<file path="src/rtl/irq_request_encoder.sv">
// Captures rising edges on asynchronous interrupt lines and issues them one at a time,
// lowest index first, as single-cycle flag-set pulses to the interrupt controller.
module irq_request_encoder #(
    parameter int unsigned NUM_INT = 16,
    localparam int unsigned ADDR_SIZE = $clog2(NUM_INT)
) (
    input  logic                 clk,
    input  logic                 rst,
    input  logic [NUM_INT-1:0]   irq_in,
    input  logic                 sw_access,
    input  logic                 clr_overrun,
    output logic                 ifr_set_flag,
    output logic [ADDR_SIZE:0]   reg_addr,
    output logic [NUM_INT-1:0]   pending,
    output logic [NUM_INT-1:0]   overrun
);

    typedef enum logic {StIdle, StIssue} state_e;

    state_e                 state_q, state_d;
    logic [ADDR_SIZE-1:0]   idx_q, idx_d;

    logic [NUM_INT-1:0]     s1_q, s2_q, s3_q, s3_d;
    logic [1:0]             warm_q, warm_d;
    logic [NUM_INT-1:0]     pending_q, pending_d;
    logic [NUM_INT-1:0]     overrun_q, overrun_d;

    logic [NUM_INT-1:0]     irq_edge;
    logic [NUM_INT-1:0]     claim;
    logic [NUM_INT-1:0]     ovr_set;
    logic                   claim_en;
    logic [ADDR_SIZE-1:0]   low_idx;

    // Synchronizer and history stage.
    always_ff @(posedge clk or negedge rst) begin
        if (!rst) begin
            s1_q   <= '0;
            s2_q   <= '0;
            s3_q   <= '0;
            warm_q <= '0;
        end else begin
            s1_q   <= irq_in;
            s2_q   <= s1_q;
            s3_q   <= s3_d;
            warm_q <= warm_d;
        end
    end

    // For the first two edges after reset the history flop loads what s2 is about to hold,
    // so a line already high at release never looks like a fresh rising edge.
    always_comb begin
        warm_d   = {warm_q[0], 1'b1};
        s3_d     = warm_q[1] ? s2_q : s1_q;
        irq_edge = s2_q & ~s3_q;
    end

    // Lowest pending index wins.
    always_comb begin
        low_idx = '0;
        for (int i = NUM_INT - 1; i >= 0; i--) begin
            if (pending_q[i]) begin
                low_idx = ADDR_SIZE'(i);
            end
        end
    end

    always_comb begin
        claim_en = (state_q == StIdle) && (pending_q != '0) && !sw_access;
        claim    = claim_en ? (NUM_INT'(1) << low_idx) : '0;
    end

    // A new edge on the claimed line re-arms it; an edge on a line still waiting is lost.
    always_comb begin
        ovr_set   = irq_edge & pending_q & ~claim;
        pending_d = (pending_q & ~claim) | irq_edge;
        overrun_d = (clr_overrun ? '0 : overrun_q) | ovr_set;
    end

    always_ff @(posedge clk or negedge rst) begin
        if (!rst) begin
            pending_q <= '0;
            overrun_q <= '0;
        end else begin
            pending_q <= pending_d;
            overrun_q <= overrun_d;
        end
    end

    // FSM state register.
    always_ff @(posedge clk or negedge rst) begin
        if (!rst) begin
            state_q <= StIdle;
            idx_q   <= '0;
        end else begin
            state_q <= state_d;
            idx_q   <= idx_d;
        end
    end

    // FSM next-state logic.
    always_comb begin
        state_d = state_q;
        idx_d   = idx_q;
        unique case (state_q)
            StIdle: begin
                if (claim_en) begin
                    state_d = StIssue;
                    idx_d   = low_idx;
                end
            end
            StIssue: begin
                if (!sw_access) begin
                    state_d = StIdle;
                end
            end
            default: state_d = StIdle;
        endcase
    end

    // FSM outputs.
    always_comb begin
        ifr_set_flag = (state_q == StIssue) && !sw_access;
        reg_addr     = {1'b0, idx_q};
    end

    assign pending = pending_q;
    assign overrun = overrun_q;

endmodule
</file>
<file path="config.mk">
export PLATFORM = sky130hd
export DESIGN_NAME = irq_request_encoder
export DESIGN_NICKNAME = d
export VERILOG_FILES = /design/src/rtl/irq_request_encoder.sv
export SDC_FILE = /design/constraint.sdc
export NUM_CORES = 1
export LEC_CHECK = 0
export CORE_MARGIN = 2
export CORE_UTILIZATION = 58
export CTS_BUF_LIST = sky130_fd_sc_hd__clkbuf_4
export DETAILED_ROUTE_END_ITERATION = 8
export GPL_TIMING_DRIVEN = 0
export PLACE_DENSITY = 0.87
export SLEW_MARGIN = 10
export SYNTH_ARGS = -nofsm -noshare
export SYNTH_HDL_FRONTEND = slang
export SYNTH_SLANG_ARGS = --single-unit
export TNS_END_PERCENT = 5
</file>
<file path="constraint.sdc">
create_clock -name clk -period 3.29 [get_ports clk]
set_input_delay 0.987 -clock clk [delete_from_list [all_inputs] [get_ports clk]]
set_output_delay 0.987 -clock clk [all_outputs]
set_load 0.005 [all_outputs]
</file>
Word-level counts from Yosys, hierarchy flattened

Cells that the tools add are included.

Register bits after elaboration: 87
Bits of input ports: 20
Output and inout bits: 38
Logic and storage cells: 46

Shifts and indexed selects: 1
Muxes and demuxes: 22
Bitwise logic cells: 9
Reductions and logical operators: 6

Operators by type and width:

| operator             | count |
|---|---|
| $and 16x16->16       | 4 |
| $mux 4               | 16 |
| $mux 16              | 3 |
| $not 16->16          | 2 |
| $or 16x16->16        | 2 |
| $reduce_bool 16->1   | 1 |
| $shl 1x4->16 const A | 1 |
| $logic_and 1x1->1    | 3 |
| $mux 1               | 2 |
| $pmux 1 s2           | 1 |
| $reduce_and 2->1     | 1 |
| $logic_not 1->1      | 1 |
| $not 1->1            | 1 |

Logic depth before layout (Yosys ltp)

Word-level depth: 21
Gate-level depth with buffers: 6
Gate-level depth less buffers: 5

Least setup slack after synthesis

OpenSTA, ideal clock, no wires.

Path type: input port to flip-flop
Start: input sw_access
End: register pending_q[9] (netlist: pending[9])
Library setup time: 0.141 ns
Data arrival time: 2.318 ns
Data required time: 3.149 ns
Slack: 0.831 ns
Stages: 5
Path buffers: 1
Cells stage by stage: or2_2 -> clkbuf_1 -> or3_4 -> a2111oi_2 -> o22ai_1

Cells in the longest elaborated chain, start to end: 6

RTL lines:

| item                   | line | text |
|---|---|---|
| start, declared        | 10   | `input logic sw_access,` |
| $logic_not 1->1        | 68   | `claim_en = (state_q == StIdle) && (pending_q != '0) && !sw_access;` |
| $logic_and 1x1->1      | 68   |  |
| $mux 16                | 69   | `claim = claim_en ? (NUM_INT'(1) << low_idx) : '0;` |
| $not 16->16            | 75   | `pending_d = (pending_q & ~claim) \| irq_edge;` |
| $and 16x16->16         | 75   |  |
| $or 16x16->16          | 75   |  |
| named net pending_d[9] | 25   | `logic [NUM_INT-1:0] pending_q, pending_d;` |
| end signal, assigned   | 84   | `pending_q <= pending_d;` |
| end, declared          | 25   |  |

The timed path passes the listed nets, and every way through them passes these cells.
A chain may end at the register's enable or synchronous reset.

Final worst setup path

Start: input sw_access
End: output ifr_set_flag

Cells in the longest elaborated chain, start to end: 2

RTL lines:

| item              | line | text |
|---|---|---|
| $logic_not 1->1   | 122  | `ifr_set_flag = (state_q == StIssue) && !sw_access;` |
| $logic_and 1x1->1 | 122  |  |
| end, declared     | 12   | `output logic ifr_set_flag,` |

No other way between the ends.

==> results_dict.tcl <==
set metrics [dict create \
    finalMaxSlewViolations 0 \
    async_flop_share 1.00 \
    worst_pin_slew_ps 909 \
    min_period_over_period 0.926 \
    p_per_area_mw_per_mm2 486 \
    synthCells 247 \
    maxCapViolations 0 \
    synth_ff_type "dfrtp_1" \
    drt_iter0_drc 238 \
    netlist_area_mm2 0.00326 \
    fmax_mhz 328 \
    grt_usage 0.255 \
    hold_buffers 0 \
    status "complete, no violations" \
    syn_nets 267 \
    first_pass_iters 4 \
    min_path_type "register to register" \
    ir_drop_mv 0.350 \
    place_hpwl_um 4950 \
    ios 58 \
    ys_warn_count 0 \
    cts_buffer_depth 2 \
    io_buffers 56 \
    finalSetupTns_ps 0 \
    routed_via_density 5.77 \
    grt_start_max_net_pins 60 \
    initial_core_util 0.595 \
    tritoncts "built" \
    fin_nets 335 \
    yosysSeqAreaShare 0.668 \
    whs_ps 369 \
    synth.distinct_cells 43 \
    cts_inserted_buffers 9 \
    setup_viol 0 \
    period_needed_ps 3050 \
    antenna_found_initial 0 \
    fp-row-count 27 \
    critPathMaxFanout 4 \
    place.gp.congestion 0.909 \
    synth_seq_cells 87 \
    arrival_ps 2060 \
    worst_clock_skew_ps 19.1 \
    die_h_um 78.9 \
    leakagePower_uw 0.00168 \
    wirelength_um 6930 \
    diodes 0 \
    overflow 0 \
    root_buffer "clkbuf_4" \
    first_global_vias 2357 \
    vias 2256 \
    syn_avg_cell_area_um2 13.2 \
    grt_pass1_wl_um 11800 \
    insertion_delay_ps 410 \
    clkSinkCount 87 \
    end_kind "output pin" \
    fill_cells 400 \
    ant_nets 0 \
    hold_violations 0 \
    clkTransAtPathRegs_ps 130 \
    drc 0 \
    crit_required_ps 2300 \
    htreeDepth 3 \
    rsz0062_at_grt "false" \
    area_growth_pct 23.9 \
    core_mm2 0.00547 \
    crit_type "input port to output pin" \
    post_drt_wl_per_cell_um 17.7 \
    dieArea_mm2 0.00623 \
    die_x_um 78.9 \
    postCtsResizedCells 0 \
    max_slew_margin 0.389 \
    start_kind "input port" \
    synth-edff-count 0 \
    drive_gt1_frac 0.129 \
    cts_setup_buffers 0 \
]
## final timing paths
kind	startpoint	end	slack, ps	cells past startpoint
max	sw_access	ifr_set_flag	240	3
min	warm_q[0]$_DFF_PN0_	warm_q[1]$_DFF_PN0_	370	0
max reg2reg	pending[11]$_DFF_PN0_	overrun[14]$_DFF_PN0_	960	4
min reg2reg	warm_q[0]$_DFF_PN0_	warm_q[1]$_DFF_PN0_	370	0
max in group asynchronous	rst	s3_q[2]$_DFF_PN0_	2200	2
min in group asynchronous	rst	overrun[10]$_DFF_PN0_	480	1
## placed cells by master, fill, tap and decap left out, types with 5 or more instances in the layout
cell type and count:
o2bb2ai_1 9, clkdlybuf4s50_1 55, dfrtp_1 87, a21oi_1 6
inv_1 12, mux2_2 16, o31ai_1 5, clkbuf_4 10
o21ai_0 5, nand2b_1 9, nor2b_1 7, nand2_1 20
nor2_1 18
## worst max-delay path, cell delays in order
cell,delay [ps]
clkdlybuf4s50_1,450
nor2b_1,120
clkdlybuf4s50_1,500
## sequential cells by signal (all words and copies together), names as in the netlist
signal / flops
warm_q: 2
pending: 16
idx_q: 4
overrun: 16
state_q: 1
s2_q: 16
s3_q: 16
s1_q: 16
## Yosys cell counts, drive strengths merged (2+ instances only)
cell	instances	area [um^2]
mux2	16	180
nand2	20	75.1
nand4b	2	17.5
a41oi	2	17.5
nand2b	9	56.3
inv	13	48.8
a32o	3	30.0
a21oi	6	30.0
conb	2	7.51
o31ai	5	37.5
clkbuf	4	15.0
o22ai	4	25.0
dfrtp	87	2180
buf	2	11.3
o21ai	5	25.0
nor4	4	46.3
nor2	18	67.6
a2111oi	5	70.1
nor2b	7	43.8
o2bb2ai	9	78.8
o41ai	3	26.3
a31oi	4	25.0
a21o	2	15.0
## report_power, final
group | total (uW) | internal [uW] | switching, uW
sequential | 1210 | 1150 | 57.4
clock | 486 | 154 | 332
combinational | 270 | 150 | 120
## per-layer routing
| layer | track usage | part of all wire | up-vias |
|---|---|---|---|
| met3 | 0.0659 | 0.057 | 8 |
| met2 | 0.403 | 0.51 | 85 |
| met4 | 0.110 | 0.015 | 0 |
| li1 | - | - | 1022 |
| met1 | 0.339 | 0.42 | 1141 |
| met5 | 0 | 0 | - |
## through the flow
stage | cell area [um^2] | worst slack (ps) | std cells | power, uW | util
after floorplan | 3260 | 831 | 247 | 1320 | -
after global placement | 3910 | -1630 | 375 | 1480 | 0.714
after detailed placement | 3930 | 81.3 | 376 | 1500 | 0.719
after CTS | 4030 | 246 | 391 | 1970 | 0.737
after global routing | 4030 | 224 | 391 | 2070 | 0.737
final | 4030 | 243 | 391 | 1960 | 0.737
## area by class of cell
type	instances	area, um^2	area share
Clock buffer	10	75.1	0.0186
Clock inverter	5	26.3	0.00651
Inverter	13	48.8	0.0121
Timing Repair Buffer	57	586	0.145
Buffer	6	26.3	0.00651
Sequential cell	87	2180	0.540
Multi-Input combinational cell	141	1000	0.249
Tap cell	72	90.1	0.0223
## cell families after synthesis
family                 share of synthesized area
other                                    0.00231
AND/OR/NAND/NOR                            0.104
flip-flops                                 0.668
AO/OA/AOI/OAI                              0.144
multiplexers                              0.0584
buffers and inverters                     0.0230
(Power assumes the default switching activity.)
==> RTL edit (same flow settings) <==
The parameter `NUM_INT` goes from 16 to 64.
--- a/src/rtl/irq_request_encoder.sv
+++ b/src/rtl/irq_request_encoder.sv
@@ -2,5 +2,5 @@
 // lowest index first, as single-cycle flag-set pulses to the interrupt controller.
 module irq_request_encoder #(
-    parameter int unsigned NUM_INT = 16,
+    parameter int unsigned NUM_INT = 64,
     localparam int unsigned ADDR_SIZE = $clog2(NUM_INT)
 ) (
Ports: changed (resized irq_in, overrun, pending and reg_addr); port bits go from 58 to 204. The function was not compared with the original's and may differ.
==> RTL edit against the original RTL <==
Final cell count grew to 4.1 times the old value; cell area grew to 3.9 times the old value; highest routed layer unchanged; non-clock buffer count rose by 164; sequential cell count up 242; critical path depth increased by 6; combinational power grew to 3.0 times the old value; wire length rose to 4.4 times the old value; worst setup slack got worse by 0.11 ns; maximum frequency down 3.6%; clock skew is 0.026 ns higher; critical path type is now reg2reg; power grew to 4.3 times the old value; sequential power grew to 3.7 times the old value; largest cell class unchanged; synthesized area grew to 3.7 times the old value.
==> RTL edit: results (changes against the original RTL) <==
* Result of the run: completed
* Initial detailed-routing violation count at 684 (+190%)
* Worst hold path startpoint: s1_q[31]$_DFF_PN0_
* Post-CTS Setup Bufs at 0 (unchanged)
* Worst IR Drop VDD at 0.000339 V (-3.1%)
* Number of vias after detailed routing at 9,047 (+300%)
* Sequential share of the synthesized area at 67.7% (+0.86 points)
* Register clock-pin slew on the reported worst setup and hold paths at 0.07 ns (-0.06 ns)
* Capture endpoint of the worst hold path: s2_q[31]$_DFF_PN0_
* Number of global-route vias before repair at 9,279 (+290%)
* Ratio of cells with drive above 1 in the final layout at 17.2% (+4.4 points)
* Largest clock skew in the final design at 0.0448 ns (+0.0257 ns)
* Final routed wire length divided by cell count at 19.2 um (+8.6%)
* Share of flip-flops with an asynchronous set or reset after synthesis at 100% (unchanged)
* Number of nets in the finished design at 1,341 (+300%)
* Most instantiated cells after synthesis: sky130_fd_sc_hd__dfrtp_1, sky130_fd_sc_hd__inv_1, sky130_fd_sc_hd__nand2_1, sky130_fd_sc_hd__o22ai_1, sky130_fd_sc_hd__mux2_2
* Deepest level of the CTS H-tree at 3 (unchanged)
* Mapped Nets at 1,057 (+300%)
* Detailed-routing iteration count for the pre-antenna-repair pass at 6 (+2)
* Slowest stage cell on the critical path: sky130_fd_sc_hd__a2111oi_1
* Wire length of the first global-routing pass at 47,800 um (+310%)
* Synth unique cells at 60 (+40%)
* Largest stage delay, worst path at 0.60 ns (+0.10 ns)
* Largest net degree at the start of global routing at 121 (+100%)
* CTS root buffer: sky130_fd_sc_hd__clkbuf_4
* Slew at the pin with the worst max-slew slack at 0.839 ns (-0.0694 ns)
* Maximum clock insertion buffer count at 3 (+1)
* Gates resized, CTS repair at 4 (+4)
* Last weighted congestion value of the routability-driven placer at 0.884 (-2.7%)
* Static leakage at 0.00662 uW (+290%)
* Internal reg-to-reg setup slack at 0.13 ns (-0.83 ns)
* Worst-case reg-to-reg path depth at 9 (+5)
* Number of antenna violations at the first check in global routing at 1 (+1)
* Total number of yosys warnings at 0 (unchanged)
* Post-Place Worst Slack at -0.383 ns (-0.464 ns)
* Min-delay worst type: reg2reg
* Number of filler cells placed in the layout at 1,350 (+240%)
* Overall track demand over capacity in global routing at 28.5% (+3.0 points)
* Number of buffers added by the clock tree synthesis step at 79 (+70)
* Largest cells by area after synthesis: sky130_fd_sc_hd__dfrtp_1, sky130_fd_sc_hd__mux2_2, sky130_fd_sc_hd__o22ai_1
* Post-route worst hold slack at 0.342 ns (-0.0275 ns)
* Synth Flop Type: sky130_fd_sc_hd__dfrtp_1
* Number of input and output port buffers inserted at 201 (+260%)
* Biggest fanout along the worst timing path at 10 (+6)
* Instance count along the most critical hold path at 0 (unchanged)
* Final HPWL DP at 21,400 um (+330%)
* Clock insertion delay at the later pin of the skew report at 0.69 ns (+0.28 ns)
* Smallest setup slack after layout at 0.129 ns (-0.115 ns)
* Arrival time at the worst endpoint at 3.67 ns (+1.61 ns)
* Endpoint of the worst setup timing path: overrun[21]$_DFF_PN0_
* Reg-to-reg endpoint: overrun[21]$_DFF_PN0_
* Crit path from: pending[45]$_DFF_PN0_
==> RTL edit: kinds of logic (layout without fill, tap and decap cells) <==
logic type / Yosys count / count (layout) / share of synthesized area, %
mux: 65 / 65 / 6.02
flops: 329 / 329 / 67.7
buf+inv: 119 / 460 / 3.83
simple gates: 272 / 272 / 11.9
compound gates: 202 / 202 / 10.5
other cells: 2 / 4 / 0.0618
==> RTL edit: worst max-delay path, delay by kind of cell, from the launching register on <==
kind | cells | cell delay [ns]
buf+inv | 1 | 0.38
simple gates | 2 | 0.37
flops | 1 | 0.48
compound gates | 6 | 1.76
==> RTL edit: stage by stage <==
stage                     cell area [um^2]  cells
final                                15600   1602
after detailed placement             14600   1462
after global placement               14500   1460
after CTS                            15600   1600
after floorplan                      12200    989
after global routing                 15600   1602
==> RTL edit: metal layers <==
metal,part of all wire (%),vias up,track usage [%]
met5,0,-,0
met4,3.3,0,12.8
met3,7.3,80,6.91
met2,48,411,45.1
met1,41,4500,38.1
li1,-,4056,-
==> RTL edit: layout make-up <==
| cell class | instances | area, um^2 | area share (%) |
|---|---|---|---|
| diodes | 2 | 5.00 | 0.0321 |
| plain buffers | 24 | 110 | 0.706 |
| clock inverters | 23 | 114 | 0.730 |
| well taps | 270 | 338 | 2.17 |
| multi-input cells | 541 | 3500 | 22.5 |
| clock buffers | 115 | 863 | 5.54 |
| inverters | 95 | 357 | 2.29 |
| flip-flops and latches | 329 | 8230 | 52.8 |
| repair buffers | 203 | 2070 | 13.3 |
==> RTL edit: power by group <==
| part | switching [uW] | internal (uW) |
|---|---|---|
| sequential | 139 | 4290 |
| combinational | 388 | 415 |
| clock | 1550 | 1680 |
